**config.mk**
```make
export PLATFORM = sky130hd
export DESIGN_NAME = hdlc_rx_monitor
export DESIGN_NICKNAME = d
export VERILOG_FILES = /design/src/rtl/hdlc_rx_monitor.sv
export SDC_FILE = /design/constraint.sdc
export NUM_CORES = 1
export LEC_CHECK = 0
export CORE_ASPECT_RATIO = 1.5
export CORE_UTILIZATION = 40
export DETAILED_ROUTE_END_ITERATION = 12
export GPL_TIMING_DRIVEN = 0
export PLACE_DENSITY = 0.79
export SETUP_SLACK_MARGIN = 0.05
export SYNTH_ARGS = -nofsm -noshare
export SYNTH_HDL_FRONTEND = slang
export SYNTH_SLANG_ARGS = --single-unit
```
**constraint.sdc**
```tcl
create_clock -name Clk -period 5.1 [get_ports Clk]
set_input_delay 1.275 -clock Clk [delete_from_list [all_inputs] [get_ports Clk]]
set_output_delay 1.275 -clock Clk [all_outputs]
set_load 0.01 [all_outputs]
```
**src/rtl/hdlc_rx_monitor.sv**
```systemverilog
// HDLC Rx protocol monitor: checks flag detection, spurious flags and abort reporting,
// counting violations in saturating counters. Optional first-error capture: HDLC_MON_FIRST_ERR_EN.
module hdlc_rx_monitor #(
  parameter int FLAG_LATENCY = 2,
  parameter int CNT_WIDTH    = 8,
  parameter int TS_WIDTH     = 16
) (
  input  logic                 Clk,
  input  logic                 Rst,
  input  logic                 En,
  input  logic                 Clr,
  input  logic                 Rx,
  input  logic                 Rx_FlagDetect,
  input  logic                 Rx_ValidFrame,
  input  logic                 Rx_AbortDetect,
  input  logic                 Rx_AbortSignal,
  output logic [CNT_WIDTH-1:0] ErrFlagMiss,
  output logic [CNT_WIDTH-1:0] ErrFlagSpur,
  output logic [CNT_WIDTH-1:0] ErrAbort,
  output logic [CNT_WIDTH-1:0] ErrTotal,
  output logic                 ErrPulse,
  output logic                 FirstErrValid,
  output logic [1:0]           FirstErrCode,
  output logic [TS_WIDTH-1:0]  FirstErrTime
);

  localparam logic [7:0]           FLAG_PAT = 8'b0111_1110;
  localparam logic [3:0]           FILL_MAX = 4'd8;
  localparam logic [CNT_WIDTH-1:0] CNT_MAX  = '1;

  function automatic logic [CNT_WIDTH-1:0] sat_add(input logic [CNT_WIDTH-1:0] a,
                                                   input logic [1:0]           b);
    logic [CNT_WIDTH:0] s;
    s = {1'b0, a} + {{(CNT_WIDTH-1){1'b0}}, b};
    return s[CNT_WIDTH] ? CNT_MAX : s[CNT_WIDTH-1:0];
  endfunction

  logic [7:0]              r_shreg;
  logic [3:0]              r_fill;
  logic [FLAG_LATENCY-1:0] r_flag_p;
  logic                    r_abort_due;

  logic [7:0]              w_shreg_next;
  logic [3:0]              w_fill_next;
  logic [FLAG_LATENCY-1:0] w_flag_p_next;
  logic                    w_flag_seen;
  logic                    w_flag_due;
  logic                    w_armed;
  logic                    w_miss;
  logic                    w_spur;
  logic                    w_abrt;
  logic [1:0]              w_nviol;

  // Flag is recognised on the cycle its final 0 is on Rx, using the post-shift view.
  always_comb begin
    w_shreg_next  = {r_shreg[6:0], Rx};
    w_fill_next   = (r_fill == FILL_MAX) ? FILL_MAX : r_fill + 4'd1;
    w_flag_seen   = En && (w_shreg_next == FLAG_PAT) && (w_fill_next == FILL_MAX);
    w_flag_p_next = r_flag_p << 1;
    w_flag_p_next[0] = w_flag_seen;
  end

  assign w_flag_due = r_flag_p[FLAG_LATENCY-1];
  assign w_armed    = (r_fill == FILL_MAX);

  assign w_miss  = En & w_flag_due & ~Rx_FlagDetect;
  assign w_spur  = En & Rx_FlagDetect & ~w_flag_due & w_armed;
  assign w_abrt  = En & r_abort_due & ~Rx_AbortSignal;
  assign w_nviol = {1'b0, w_miss} + {1'b0, w_spur} + {1'b0, w_abrt};

  // Stage: sampling and due-check pipelines; disabling flushes everything so re-arming
  // always needs eight fresh samples.
  always_ff @(posedge Clk or posedge Rst) begin
    if (Rst) begin
      r_shreg     <= '0;
      r_fill      <= '0;
      r_flag_p    <= '0;
      r_abort_due <= 1'b0;
    end else if (!En) begin
      r_shreg     <= '0;
      r_fill      <= '0;
      r_flag_p    <= '0;
      r_abort_due <= 1'b0;
    end else begin
      r_shreg     <= w_shreg_next;
      r_fill      <= w_fill_next;
      r_flag_p    <= w_flag_p_next;
      r_abort_due <= Rx_AbortDetect & Rx_ValidFrame;
    end
  end

  logic [CNT_WIDTH-1:0] r_miss_cnt;
  logic [CNT_WIDTH-1:0] r_spur_cnt;
  logic [CNT_WIDTH-1:0] r_abrt_cnt;
  logic [CNT_WIDTH-1:0] r_tot_cnt;
  logic                 r_pulse;

  // Stage: violation counters; Clr wins over a same-cycle increment.
  always_ff @(posedge Clk or posedge Rst) begin
    if (Rst) begin
      r_miss_cnt <= '0;
      r_spur_cnt <= '0;
      r_abrt_cnt <= '0;
      r_tot_cnt  <= '0;
      r_pulse    <= 1'b0;
    end else begin
      r_pulse <= w_miss | w_spur | w_abrt;
      if (Clr) begin
        r_miss_cnt <= '0;
        r_spur_cnt <= '0;
        r_abrt_cnt <= '0;
        r_tot_cnt  <= '0;
      end else begin
        r_miss_cnt <= sat_add(r_miss_cnt, {1'b0, w_miss});
        r_spur_cnt <= sat_add(r_spur_cnt, {1'b0, w_spur});
        r_abrt_cnt <= sat_add(r_abrt_cnt, {1'b0, w_abrt});
        r_tot_cnt  <= sat_add(r_tot_cnt, w_nviol);
      end
    end
  end

  assign ErrFlagMiss = r_miss_cnt;
  assign ErrFlagSpur = r_spur_cnt;
  assign ErrAbort    = r_abrt_cnt;
  assign ErrTotal    = r_tot_cnt;
  assign ErrPulse    = r_pulse;

`ifdef HDLC_MON_FIRST_ERR_EN
  logic [TS_WIDTH-1:0] r_ts;
  logic                r_fe_valid;
  logic [1:0]          r_fe_code;
  logic [TS_WIDTH-1:0] r_fe_time;

  // Stage: first-error capture; abort outranks spurious, which outranks miss.
  always_ff @(posedge Clk or posedge Rst) begin
    if (Rst) begin
      r_ts       <= '0;
      r_fe_valid <= 1'b0;
      r_fe_code  <= 2'b00;
      r_fe_time  <= '0;
    end else begin
      r_ts <= r_ts + TS_WIDTH'(1);
      if (Clr) begin
        r_fe_valid <= 1'b0;
        r_fe_code  <= 2'b00;
        r_fe_time  <= '0;
      end else if (!r_fe_valid && (w_nviol != 2'd0)) begin
        r_fe_valid <= 1'b1;
        r_fe_time  <= r_ts;
        r_fe_code  <= w_abrt ? 2'b11 : (w_spur ? 2'b10 : 2'b01);
      end
    end
  end

  assign FirstErrValid = r_fe_valid;
  assign FirstErrCode  = r_fe_code;
  assign FirstErrTime  = r_fe_time;
`else
  assign FirstErrValid = 1'b0;
  assign FirstErrCode  = 2'b00;
  assign FirstErrTime  = '0;
`endif

endmodule

```
-- Word level (Yosys, flattened, before mapping)
Cells that the tools add are included.
W data, S select, Z words.
- eq/ne operators: 3
- mux-type cells: 13
- reduce and logical (&&, ||, !) cells: 2
- bitwise gates (word level): 13
- add/subtract/negate cells: 7
- operator list (operator ; number):
    $mux W8 ; 8
    $add A8 B1 Y9 ; 3
    $add A8 B2 Y9 ; 1
    $and A1 B1 Y1 ; 8
    $eq A4 B4 Y1 const B ; 2
    $eq A8 B7 Y1 const B ; 1
    $mux W4 ; 2
    $mux W7 ; 1
    $add A4 B1 Y4 const B ; 1
    $not A1 Y1 ; 3
    $add A1 B1 Y2 ; 1
    $add A2 B1 Y2 ; 1
    $logic_and A1 B1 Y1 ; 2
    $mux W2 ; 1
    $or A1 B1 Y1 ; 2
    $mux W1 ; 1
- bits in registers: 47
- input port bits: 9
- word-level logic and storage cells: 47
- output and inout bits: 52

-- Depth between registers and ports, before layout
- depth in word-level cells: 8
- mapped depth: 11
- mapped depth without buffers: 10

-- Worst setup path after synthesis
Ideal clock, no wire load.
- path type: input to register
- from: input Rx_FlagDetect
- to: register r_tot_cnt[6] (netlist: ErrTotal[6])
- path slack: 1786 ps
- data required time: 5014 ps
- stages on the path: 9
- data arrival time: 3228 ps
- path buffers: 1
- setup time: 86 ps
- cell sequence: nand3b_2 > xnor2_1 > ha_1 > ha_1 > fa_1 > and3_1 > clkbuf_1 > and4_1 > nor3_1
- longest elaborated chain between the ends: 8
- elaborated cells between the ends (all ways): 10
- classes of those cells: add/sub: 3; mux: 2; bitwise: 5
- ends and longest elaborated chain (element ; RTL line ; source):
    start: declaration ; 13 ; input logic Rx_FlagDetect,
    $and A1 B1 Y1 (3 in series) ; 67 ; assign w_spur = En & Rx_FlagDetect & ~w_flag_due & w_armed;
    $add A1 B1 Y2 (*) ; 69 ; assign w_nviol = {1'b0, w_miss} + {1'b0, w_spur} + {1'b0, w_abrt};
    $add A2 B1 Y2 (*) ; 69 ;
    $add A8 B2 Y9 (*) ; 34 ; s = {1'b0, a} + {{(CNT_WIDTH-1){1'b0}}, b};
    $mux W8 (*) ; 35 ; return s[CNT_WIDTH] ? CNT_MAX : s[CNT_WIDTH-1:0];
    $mux W8 (*) ; 108 ; if (Clr) begin
    end signal: assignment ; 117 ; r_tot_cnt <= sat_add(r_tot_cnt, w_nviol);
    end: declaration ; 95 ; logic [CNT_WIDTH-1:0] r_tot_cnt;
Mark *: on every way between the ends. The rest lies on a longest branch, timed or not.

-- Worst setup path in the final report
- from: input En
- to: register r_tot_cnt[6] (netlist: ErrTotal[6])
- longest elaborated chain between the ends: 8
- elaborated cells between the ends (all ways): 12
- classes of those cells: add/sub: 3; mux: 2; bitwise: 7
- ends and longest elaborated chain (element ; RTL line ; source):
    start: declaration ; 10 ; input logic En,
    $and A1 B1 Y1 (3 in series) ; 67 ;
    $add A1 B1 Y2 ; 69 ;
    $add A2 B1 Y2 (*) ; 69 ;
    $add A8 B2 Y9 (*) ; 34 ;
    $mux W8 (*) ; 35 ;
    $mux W8 (*) ; 108 ;
Marked as above.

==> impl_metrics.env <==
export IMPL_combPwrFrac=0.081
export IMPL_synth_edf_count=0
export IMPL_ys_warn_count=0
export IMPL_routedWlPerCell_um=13.3
export IMPL_netSwitchingFraction=0.241
export IMPL_maxSlewHeadroom=0.655
export IMPL_cts_htree_levels=2
export IMPL_p_per_area_mw_per_mm2=208
export IMPL_firstDrtPassIters=4
export IMPL_coreArea_mm2=0.00587
export IMPL_diodes=0
export IMPL_grt_pass1_wl_um=8340
export IMPL_grt_max_degree=27
export IMPL_synthCells=237
export IMPL_synth_seq_area_share=0.476
export IMPL_num_vias=1985
export IMPL_power_frac_seq=0.581
export IMPL_rsz0062_at_grt="false"
export IMPL_fin_crit_ps=3950
export IMPL_tns_ps=0
export IMPL_wirelength_um=5030
export IMPL_hold_viol=0
export IMPL_critPathTopFamily="buffers and inverters"
export IMPL_numCtsBuffers=5
export IMPL_synthArstFlopShare=1.00
export IMPL_clock_latency_ps=300
export IMPL_drive_gt1_frac=0.134
export IMPL_p_clk_frac=0.338
export IMPL_worstSetupPathType="in -> reg"
export IMPL_end_kind="flop"
export IMPL_gp_congestion=0.825
export IMPL_drtIter0Drc=109
export IMPL_hold_path_class="reg -> reg"
export IMPL_cp_num_cells=10
export IMPL_grt_pass1_vias=1884
export IMPL_cts_resized=0
export IMPL_synth_ff_type="dfrtp_1"
export IMPL_ios=61
export IMPL_outcome="finished clean"
export IMPL_clk_pin_slew_ps=90
export IMPL_min_period_over_period=0.774
export IMPL_crit_buf_inv=3
export IMPL_intPower_uw=496
export IMPL_multi_input_area_mm2=0.00117
export IMPL_grt_usage=0.166
export IMPL_yosysUniqueCellTypes=48
export IMPL_max_cap_violations=0
export IMPL_critPathLaunchType="primary input"
export IMPL_die_h_um=98.2
export IMPL_gr_total_overflow=0
export IMPL_cp_max_fo=10
export IMPL_drv_slew=0
export IMPL_required_ps=5330
export IMPL_syn_to_final_growth_pct=27.4
export IMPL_hold_depth=1
export IMPL_ctsHoldBuffers=0
export IMPL_dieArea_mm2=0.00650
export IMPL_cts_root_buffer="clkbuf_8"
export IMPL_post_dp_hpwl_um=3840
export IMPL_start_util=0.421
export IMPL_antenna_found_initial=0
export IMPL_max_stage_delay_ps=640
export IMPL_drc=0
export IMPL_nFillCells=538
export IMPL_cp_arrival_ps=4170
export IMPL_avgSynthCellArea_um2=10.4
export IMPL_critical_path_cell_chain="clkdlybuf4s50_1, clkbuf_1, and2_1, ha_1, ha_1, fa_1, and3_1, clkbuf_1, and4_1, nor3_1"
export IMPL_postCtsSetupRepairBufs=0
export IMPL_die_w_um=66.2
export IMPL_num_nets_final=324
export IMPL_switchingPower_uw=157
export IMPL_postRouteAntennaNets=0
export IMPL_seq_area_mm2=0.00118
export IMPL_ys_ff_latch=47
export IMPL_place_ws_ps=802
export IMPL_fin_ws_ps=1150
export IMPL_skew_ps=11.1
export IMPL_max_freq_mhz=253
export IMPL_synth_area_mm2=0.00247
export IMPL_crit_slowest_cell="clkdlybuf4s50_1"
export IMPL_io_buffer_count=41
export IMPL_p_leak_uw=0.00144
export IMPL_vdd_drop_max_mv=0.176
export IMPL_reg2reg_depth=11
export IMPL_clk_path_buf_depth=2
export IMPL_worstMarginPinSlew_ps=517
export IMPL_std_cell_rows=34
export IMPL_setup_viol=0
export IMPL_clock_sinks=47
export IMPL_routed_via_density=5.27
export IMPL_tritoncts="yes"
-- power by group through the flow --
stage	Clock, µW	Combinational (µW)	Sequential, µW
final	221	53.0	379
after CTS	228	53.7	380
after global placement	0	50.4	387
after floorplan	0	36.0	386
after global routing	244	59.3	380
after detailed placement	0	53.6	387
-- routing by layer --
| layer | up-vias | part of all wire | GRT usage |
|---|---|---|---|
| met5 | - | 0 | 0 |
| met4 | 0 | 0.025 | 0.0671 |
| met3 | 12 | 0.039 | 0.0362 |
| met2 | 57 | 0.55 | 0.303 |
| met1 | 954 | 0.39 | 0.177 |
| li1 | 962 | - | - |
-- final timing paths --
| check | start | endpoint | slack [ps] |
|---|---|---|---|
| min in group asynchronous | Rst | ErrTotal[2] | 1310 |
| setup / recovery | En | ErrTotal[6] | 1150 |
| setup reg to reg | r_fill[0] | ErrTotal[6] | 2400 |
| hold / removal | r_flag_p[0] | r_flag_p[1] | 460 |
| max in group asynchronous | Rst | ErrFlagMiss[2] | 3300 |
| hold reg to reg | r_flag_p[0] | r_flag_p[1] | 460 |
-- logic make-up after synthesis --
| family | synth area share |
|---|---|
| other cells | 0.00152 |
| xor+xnor | 0.0284 |
| flops | 0.476 |
| simple gates | 0.226 |
| compound gates | 0.130 |
| fa+ha+maj | 0.0588 |
| buf+inv | 0.0790 |
-- layout by cell type (no fill, tap or decap), types with 6 or more instances in the layout --
cell type and count:
ha_1 10, xnor2_1 6, conb_1 19, nand2_1 9, nor2_1 6, buf_4 19, clkdlybuf4s50_1 41, nand3_1 7
and2_1 12, nor3_1 9, a21oi_1 21, a31oi_1 9, dfrtp_1 47
-- synth_stat cells (4+ instances only) --
library cell,count,area (µm²)
a211oi_1,4,30.0
a21oi_1,21,105
a31oi_1,9,56.3
and2_1,12,75.1
and3_1,5,31.3
and4_1,4,35.0
and4b_1,4,40.0
buf_4,19,143
clkbuf_1,4,15.0
dfrtp_1,47,1180
ha_1,10,125
inv_1,6,22.5
nand2_1,9,33.8
nand3_1,7,35.0
nand4_1,5,31.3
nor2_1,6,22.5
nor2b_1,4,25.0
nor3_1,9,45.0
xnor2_1,6,52.6
-- final cells by class --
class	count	area share
clock inverters	3	0.00636
clock buffers	5	0.0219
flip-flops and latches	47	0.374
well taps	72	0.0286
inverters	6	0.00716
multi-input cells	176	0.371
plain buffers	26	0.0549
repair buffers	42	0.137
-- sequential cells by signal, indices dropped and copies added, names as in the netlist --
name	flops
ErrAbort	8
ErrFlagMiss	8
ErrFlagSpur	8
ErrPulse	1
ErrTotal	8
r_abort_due	1
r_fill	4
r_flag_p	2
r_shreg	7
-- metrics by stage --
| step | utilization | instance area [µm²] | power, µW | hold slack [ps] | cells |
|---|---|---|---|---|---|
| 3_5_place_dp | 0.521 | 3060 | 441 | 441 | 369 |
| 5_1_grt | 0.536 | 3150 | 683 | 475 | 377 |
| 6_report | 0.536 | 3150 | 654 | 460 | 377 |
| 3_3_place_gp | 0.517 | 3040 | 437 | 440 | 368 |
| 4_1_cts | 0.536 | 3150 | 661 | 464 | 377 |
| 2_1_floorplan | - | 2540 | 422 | 434 | 255 |
No activity file was read; power rests on OpenSTA's default activity.
